--- config.mk ---
export PLATFORM = sky130hd
export DESIGN_NAME = bus_demux_1x2
export DESIGN_NICKNAME = d
export VERILOG_FILES = /design/src/rtl/bus_demux_1x2.sv
export SDC_FILE = /design/constraint.sdc
export NUM_CORES = 1
export LEC_CHECK = 0
export BUFFER_PORTS_ARGS = -buffer_cell sky130_fd_sc_hd__buf_2
export CORE_MARGIN = 3
export CORE_UTILIZATION = 45
export CTS_BUF_LIST = sky130_fd_sc_hd__clkbuf_4
export DETAILED_ROUTE_END_ITERATION = 6
export GPL_TIMING_DRIVEN = 0
export PLACE_DENSITY_LB_ADDON = 0.15
export SETUP_SLACK_MARGIN = 0.15
export SYNTH_ARGS = -nofsm -noshare
export SYNTH_HDL_FRONTEND = slang
export SYNTH_SLANG_ARGS = --single-unit
--- constraint.sdc ---
create_clock -name clk_i -period 4.2 [get_ports clk_i]
set_input_delay 0.21 -clock clk_i [delete_from_list [all_inputs] [get_ports clk_i]]
set_output_delay 0.21 -clock clk_i [all_outputs]
set_load 0.01 [all_outputs]
--- src/rtl/bus_demux_1x2.sv ---
// ----------------------------------------------------------------------------
// bus_demux_1x2
//   One-to-two request router. A single load/store request from the core is
//   latched, decoded by address and forwarded to target A (data memory) or
//   target B (MMIO). The selected target's response is returned upstream as a
//   one-cycle pulse. Only one transaction is in flight at a time. A response
//   timeout produces an error response, so a dead target cannot hang the core.
//
// Ports
//   clk_i, rst_i                  clock (rising edge), async active-high reset
//   req_valid_i / req_ready_o     core request handshake
//   req_addr_i, req_wdata_i,
//   req_we_i, req_wstrb_i         core request payload
//   resp_valid_o                  one-cycle response pulse to core
//   resp_rdata_o, resp_err_o      response data / timeout flag (held until next)
//   t_addr_o, t_wdata_o,
//   t_we_o, t_wstrb_o             latched request, broadcast to both targets
//   a_valid_o / a_ready_i         target A request handshake
//   a_rvalid_i, a_rdata_i         target A response
//   b_valid_o / b_ready_i         target B request handshake
//   b_rvalid_i, b_rdata_i         target B response
// ----------------------------------------------------------------------------
module bus_demux_1x2 #(
    parameter int             N       = 32,
    parameter logic [N-1:0]   B_BASE  = 32'h0000_8000,
    parameter logic [N-1:0]   B_MASK  = 32'hFFFF_8000,
    parameter int             TIMEOUT = 16
) (
    input  logic             clk_i,
    input  logic             rst_i,
    input  logic             req_valid_i,
    output logic             req_ready_o,
    input  logic [N-1:0]     req_addr_i,
    input  logic [N-1:0]     req_wdata_i,
    input  logic             req_we_i,
    input  logic [N/8-1:0]   req_wstrb_i,
    output logic             resp_valid_o,
    output logic [N-1:0]     resp_rdata_o,
    output logic             resp_err_o,
    output logic [N-1:0]     t_addr_o,
    output logic [N-1:0]     t_wdata_o,
    output logic             t_we_o,
    output logic [N/8-1:0]   t_wstrb_o,
    output logic             a_valid_o,
    input  logic             a_ready_i,
    input  logic             a_rvalid_i,
    input  logic [N-1:0]     a_rdata_i,
    output logic             b_valid_o,
    input  logic             b_ready_i,
    input  logic             b_rvalid_i,
    input  logic [N-1:0]     b_rdata_i
);

    localparam int CNT_W = (TIMEOUT < 1) ? 1 : $clog2(TIMEOUT + 1);
    localparam int LIM   = (TIMEOUT < 1) ? 0 : TIMEOUT - 1;
    localparam logic [CNT_W-1:0] CNT_LIM = CNT_W'(LIM);
    localparam logic [CNT_W-1:0] CNT_MAX = '1;

    typedef enum logic [1:0] {
        S_IDLE  = 2'd0,
        S_ISSUE = 2'd1,
        S_WAIT  = 2'd2,
        S_RESP  = 2'd3
    } state_t;

    state_t             state_q, state_d;
    logic               sel_q, sel_d;       // 1 = target B
    logic [CNT_W-1:0]   cnt_q, cnt_d;
    logic [N-1:0]       rdata_q, rdata_d;
    logic               err_q, err_d;
    logic [N-1:0]       addr_q, addr_d;
    logic [N-1:0]       wdata_q, wdata_d;
    logic               we_q, we_d;
    logic [N/8-1:0]     wstrb_q, wstrb_d;

    logic hit_b;
    logic tgt_ready;
    logic tgt_rvalid;
    logic [N-1:0] tgt_rdata;

    assign hit_b      = ((req_addr_i & B_MASK) == B_BASE);
    assign tgt_ready  = sel_q ? b_ready_i  : a_ready_i;
    assign tgt_rvalid = sel_q ? b_rvalid_i : a_rvalid_i;
    assign tgt_rdata  = sel_q ? b_rdata_i  : a_rdata_i;

    always_ff @(posedge clk_i or posedge rst_i) begin
        if (rst_i) begin
            state_q <= S_IDLE;
            sel_q   <= 1'b0;
            cnt_q   <= '0;
            rdata_q <= '0;
            err_q   <= 1'b0;
            addr_q  <= '0;
            wdata_q <= '0;
            we_q    <= 1'b0;
            wstrb_q <= '0;
        end else begin
            state_q <= state_d;
            sel_q   <= sel_d;
            cnt_q   <= cnt_d;
            rdata_q <= rdata_d;
            err_q   <= err_d;
            addr_q  <= addr_d;
            wdata_q <= wdata_d;
            we_q    <= we_d;
            wstrb_q <= wstrb_d;
        end
    end

    always_comb begin
        state_d = state_q;
        sel_d   = sel_q;
        cnt_d   = cnt_q;
        rdata_d = rdata_q;
        err_d   = err_q;
        addr_d  = addr_q;
        wdata_d = wdata_q;
        we_d    = we_q;
        wstrb_d = wstrb_q;
        unique case (state_q)
            S_IDLE: begin
                if (req_valid_i) begin
                    addr_d  = req_addr_i;
                    wdata_d = req_wdata_i;
                    we_d    = req_we_i;
                    wstrb_d = req_wstrb_i;
                    sel_d   = hit_b;
                    state_d = S_ISSUE;
                end
            end
            S_ISSUE: begin
                if (tgt_ready) state_d = S_WAIT;
            end
            S_WAIT: begin
                // A real response beats a timeout landing in the same cycle.
                if (tgt_rvalid) begin
                    rdata_d = tgt_rdata;
                    err_d   = 1'b0;
                    state_d = S_RESP;
                end else if (TIMEOUT != 0 && cnt_q == CNT_LIM) begin
                    rdata_d = '0;
                    err_d   = 1'b1;
                    state_d = S_RESP;
                end else if (cnt_q != CNT_MAX) begin
                    cnt_d = cnt_q + CNT_W'(1);
                end
            end
            S_RESP: begin
                cnt_d   = '0;
                state_d = S_IDLE;
            end
            default: state_d = S_IDLE;
        endcase
    end

    assign req_ready_o  = (state_q == S_IDLE);
    assign a_valid_o    = (state_q == S_ISSUE) && !sel_q;
    assign b_valid_o    = (state_q == S_ISSUE) &&  sel_q;
    assign resp_valid_o = (state_q == S_RESP);
    assign resp_rdata_o = rdata_q;
    assign resp_err_o   = err_q;
    assign t_addr_o     = addr_q;
    assign t_wdata_o    = wdata_q;
    assign t_we_o       = we_q;
    assign t_wstrb_o    = wstrb_q;

endmodule

# Word-level counts from Yosys, hierarchy flattened
# Cells that the tools add are included.
# word_totals
regBits	110
word_cells	48
# op_classes
add_sub_neg	1
n_eq_ne	12
n_mux	16
n_reduce_logical	10
# ops
operator	count
32-bit two-way mux	3
17-bit by 1-bit equality test with 1-bit output, second input constant	1
5-bit two-way mux	3
2-bit != test, second input constant	5
5-bit case mux with 2 select lines	1
2-bit two-way mux	4
2-bit case mux with 4 select lines	1
5-bit by 1-bit adder with 5-bit output, second input constant	1
5-bit by 4-bit equality test with 1-bit output, second input constant	1
5-bit != test, second input constant	1
2-bit equality test, second input constant	2
1-bit two-way mux	4
2-bit AND reduction	2
4-bit AND reduction	1
2-bit nonzero test	2
3-bit != test, second input constant	1
3-bit AND reduction	1
2-bit by 1-bit equality test with 1-bit output, second input constant	1
1-bit logical AND	2
2-bit zero test	1
1-bit zero test	1

# Logic depth before layout (Yosys ltp)
# logic_depth
ltp_word	5
ltp_mapped	7
depth_no_buf	7

# Least setup slack after synthesis
# OpenSTA, ideal clock, no wires.
# synth_timing
kind	register -> register
startpoint	register cnt_q[0]
endpoint	register cnt_q[2]
setup_ps	121
t_arrival_ps	1751
required_time_ps	4079
path_slack_ps	2328
path_stages_with_launch	8
synth_period_minus_slack_ps	1872
cell_sequence	dfrtp_1 -> ha_1 -> and3_1 -> ha_1 -> nor3b_2 -> nand2_2 -> a22o_1 -> a22o_1
# synth_between
elab_chain_len	5
elab_cells_between_ends	10
# synth_lines
item	line	text
start: declaration	68	logic [CNT_W-1:0] cnt_q, cnt_d;
start signal: assignment	100	cnt_q <= cnt_d;
5-bit by 1-bit adder with 5-bit output	145	cnt_d = cnt_q + CNT_W'(1);
5-bit two-way mux	144	end else if (cnt_q != CNT_MAX) begin
5-bit two-way mux	140	end else if (TIMEOUT != 0 && cnt_q == CNT_LIM) begin
5-bit two-way mux	136	if (tgt_rvalid) begin
5-bit case mux with 2 select lines	120	unique case (state_q)
# Several ways; a longest one is shown, not always the timed one. The select of a mux whose other input is x is not followed.
# A chain may end at the register's enable or synchronous reset.

# Worst setup path in the final report
# Same ends and word-level chain as after synthesis.

==> summary.txt <==
Yosys
  • Net count of the mapped netlist: 497
  • Post-synthesis area per instance: 13.33 um2
  • Cell area after synthesis: around 4700 um2
  • Number of standard cells after synthesis: roughly 350
  • Sequential-to-total area share from yosys stat: 0.5916
  • Post-synthesis sequential element count: 110
  • Distinct cell type count after synthesis: 35
  • Number of synthesis warnings: 0

Worst setup path
  • Crit path to: cnt_q[2]
  • Cells along the critical path: ha_1, and3_1, ha_1, nor3b_2, nand2_2, a22o_1, a22o_1
  • Number of logic stages on the critical path including buffering: 7
  • Register-to-register setup slack: between 2000 and 2500 ps
  • Start of the worst register-to-register path: cnt_q[0]
  • Path depth of the worst reg2reg path: 7
  • Required time worst endpoint: 4540 ps
  • Kind of cell with the highest combined delay on the critical path: simple AND/OR/NAND/NOR gates
  • Crit. End Element: flop
  • Buffer and inverter count on the worst path: 0
  • Startpoint-to-endpoint class of the critical path: reg -> reg
  • Delay of the slowest cell on the worst path: 430 ps
  • Data arrival at the endpoint of the critical path: 2420 ps
  • Slowest stage cell, crit path: dfrtp_1
  • Critical path startpoint category: flop
  • Worst Setup SP: cnt_q[0]
  • Endpoint of the most critical register-to-register path: cnt_q[2]
  • Largest driver fanout on the critical path: 6

Floorplanning
  • Initial standard-cell utilization of the core: 0.4696
  • Total die area: between 10000 and 15000 um2
  • Y dimension of the die: 107.7 um
  • Ports: 246
  • Floorplan row count: 36
  • Area of the core: 9910 um2
  • Width of the die: between 100 and 150 um

GRT
  • Total global routing overflow: 0
  • Initial antenna violation count: 0
  • Maximum number of pins on one net before global-route repair: 60
  • Global-route wire length before repair: 21290 um
  • Via count of the first global-routing pass: 4200
  • Global Route Usage Sum: 0.2372

Route
  • Post-detailed-routing wire length: 13840 um
  • DRC marker count from the first detailed-route iteration: 116
  • 1st-pass router iterations: 4
  • DRC Markers: 0
  • Uppermost layer routed: met4
  • Ratio of routed vias to standard cells: 4.914
  • Detailed-routing wirelength on met1: 5314 um
  • Mean routed wirelength per cell: approximately 17 um
  • Routed wl met2: 6944 um
  • Routed wl met3: ~1300 um
  • DRT antenna net count: 0
  • Vias post-DR: 3995

Clocking
  • Worst skew pair latency: 440 ps
  • H-Tree Level Count: 3
  • Maximum buffer depth of the clock tree: 2
  • Number of buffers created by CTS: 9
  • Sink Count: 110
  • Clock-pin slew on the worst setup and hold paths: 160 ps
  • Resize count post-CTS: 0
  • Clock tree from TritonCTS: built
  • Root buffer cell: clkbuf_4

Timing
  • Worst slew margin: 0.5024
  • Final hold violation count: 0
  • Number of setup violations in the final report: 0
  • Worst slew pin tran: 746.4 ps
  • Fin crit share: 0.4949
  • Max-slew violation total from the final report: 0
  • Final period demand of the worst path: between 2000 and 2500 ps
  • Setup repair after global routing missed its margin: no
  • Maximum achievable frequency: 481.1 MHz
  • Worst Hold Slack: 45.14 ps
  • Setup clock skew after layout: 12.55 ps
  • Accumulated negative setup slack: 0 ps

Placed design
  • Placed wire-length estimate: 9653 um
  • GPL Wtd Cong: a little over 0.7
  • IO buf count: 245

Final layout
  • Ratio of cells with drive above 1 in the final layout: 0.5250
  • Number of filler instances in the final layout: 708
  • Layout-stage area growth over the synthesis result: 48.37%
  • Commonest non-fill, non-tap cell in the layout: buf_2
  • Final Net Count: 823
  • Most frequent cells in the layout: buf_2, dfrtp_1, mux2_2
  • Number of diodes added for antenna fixing: 0

Pwr
  • Power per Cell Area: 609.7 nW/um2
  • Leakage: around 0.0034 uW
  • IR drop worst, VDD: ~400 uV

Outcome
  • Result of the run: finished clean

Job
  • Number of max-cap violations: 0

Min path
  • Path class of the lowest-slack min-delay path: in -> reg
-- cell type report --
class	count	area, um2	share of cell area
Buffer	18	98.84	0.01432
Clock buffer	12	90.09	0.01305
Clock inverter	4	47.55	0.006887
Inverter	5	21.27	0.003081
Multi-Input combinational cell	216	1783	0.2582
Sequential cell	110	2753	0.3987
Tap cell	133	166.4	0.02410
Timing Repair Buffer	315	1944	0.2816
-- cells by family (layout without fill, tap and decap cells) --
kind of cell	count (synthesis)	count (layout)	share of synthesized area
mux	106	106	0.2482
compound gates	47	47	0.05916
flops	110	110	0.5916
fa+ha+maj	8	8	0.02151
buf+inv	23	354	0.02528
simple gates	55	55	0.05432
-- stage by stage --
step                area [um2]  power (uW)  utilization  worst slack (ps)  std cells
floorplan                 4653        2827            -              1088        349
global placement          6046        3545       0.6101            -150.0        727
detailed placement        6076        3631       0.6131              2185        728
CTS                       6904        4212       0.6967              2132        813
global route              6904        4513       0.6967              2021        813
finish                    6904        4210       0.6967              2122        813
-- timing repair --
| action | CTS | global route |
|---|---|---|
| hold endpoints to repair | 126 | 0 |
| endpoints found under the setup margin | 0 | 0 |
| hold buffers | 69 | 0 |
| buffers inserted | 0 | 0 |
-- how the worst min path moves through the flow --
stage	from	end	slack [ps]	cells after the start
6_report	req_addr_i[19]	t_addr_o[19]	50	2
3_3_place_gp	req_wdata_i[25]	t_wdata_o[25]	440	2
3_5_place_dp	rst_i	t_addr_o[3]	400	2
4_1_cts	a_rdata_i[24]	resp_rdata_o[24]	2	3
5_1_grt	req_addr_i[19]	t_addr_o[19]	5	2
2_1_floorplan	req_wdata_i[5]	t_wdata_o[5]	360	1
-- Yosys cell counts (all sizes together) --
| library cell | n | area (um2) |
|---|---|---|
| dfrtp | 110 | 2753 |
| mux2 | 72 | 810.8 |
| nand2 | 36 | 137.6 |
| mux2i | 34 | 344.1 |
| o21ai | 34 | 173.9 |
| buf | 15 | 83.83 |
| ha | 8 | 100.1 |
| inv | 5 | 18.77 |
| a22o | 4 | 35.03 |
| nor2 | 4 | 15.01 |
| a21oi | 3 | 15.01 |
| and3 | 3 | 18.77 |
| clkbuf | 3 | 15.01 |
| nor2b | 3 | 18.77 |
| nor3 | 2 | 10.01 |
| a21boi | 1 | 11.26 |
| a2bb2oi | 1 | 8.760 |
| and2 | 1 | 6.260 |
| nand3 | 1 | 5.000 |
| nand4 | 1 | 6.260 |
| nor3b | 1 | 12.51 |
| nor4 | 1 | 6.260 |
| nor4b | 1 | 8.760 |
| o211ai | 1 | 7.510 |
| o21a | 1 | 7.510 |
| o2bb2ai | 1 | 8.760 |
| o31ai | 1 | 7.510 |
| or4 | 1 | 7.510 |
-- routing by layer --
layer	GRT usage	vias up
li1	-	1872
met1	0.2773	1905
met2	0.4156	190
met3	0.06479	28
met4	0.08747	0
met5	0	-
-- report_power, final --
| part | internal, uW | switching (uW) | leakage [uW] |
|---|---|---|---|
| Clock | 201 | 326 | 0.0000773 |
| Sequential | 1560 | 266 | 0.00134 |
| Combinational | 915 | 943 | 0.00203 |
| Total | 2680 | 1530 | 0.00345 |
-- worst register-to-register path, delay by kind of cell, from the launching register on --
family          cells  cell delay, ps
simple gates        3             660
fa+ha+maj           2             470
compound gates      2             440
flops               1             430
-- flip-flops by register name (all words and copies together), names as in the netlist --
register,count
t_wstrb_o,4
state_q,2
sel_q,1
resp_rdata_o,32
t_we_o,1
resp_err_o,1
t_addr_o,32
t_wdata_o,32
cnt_q,5
Power figures use the tool's default switching activity.
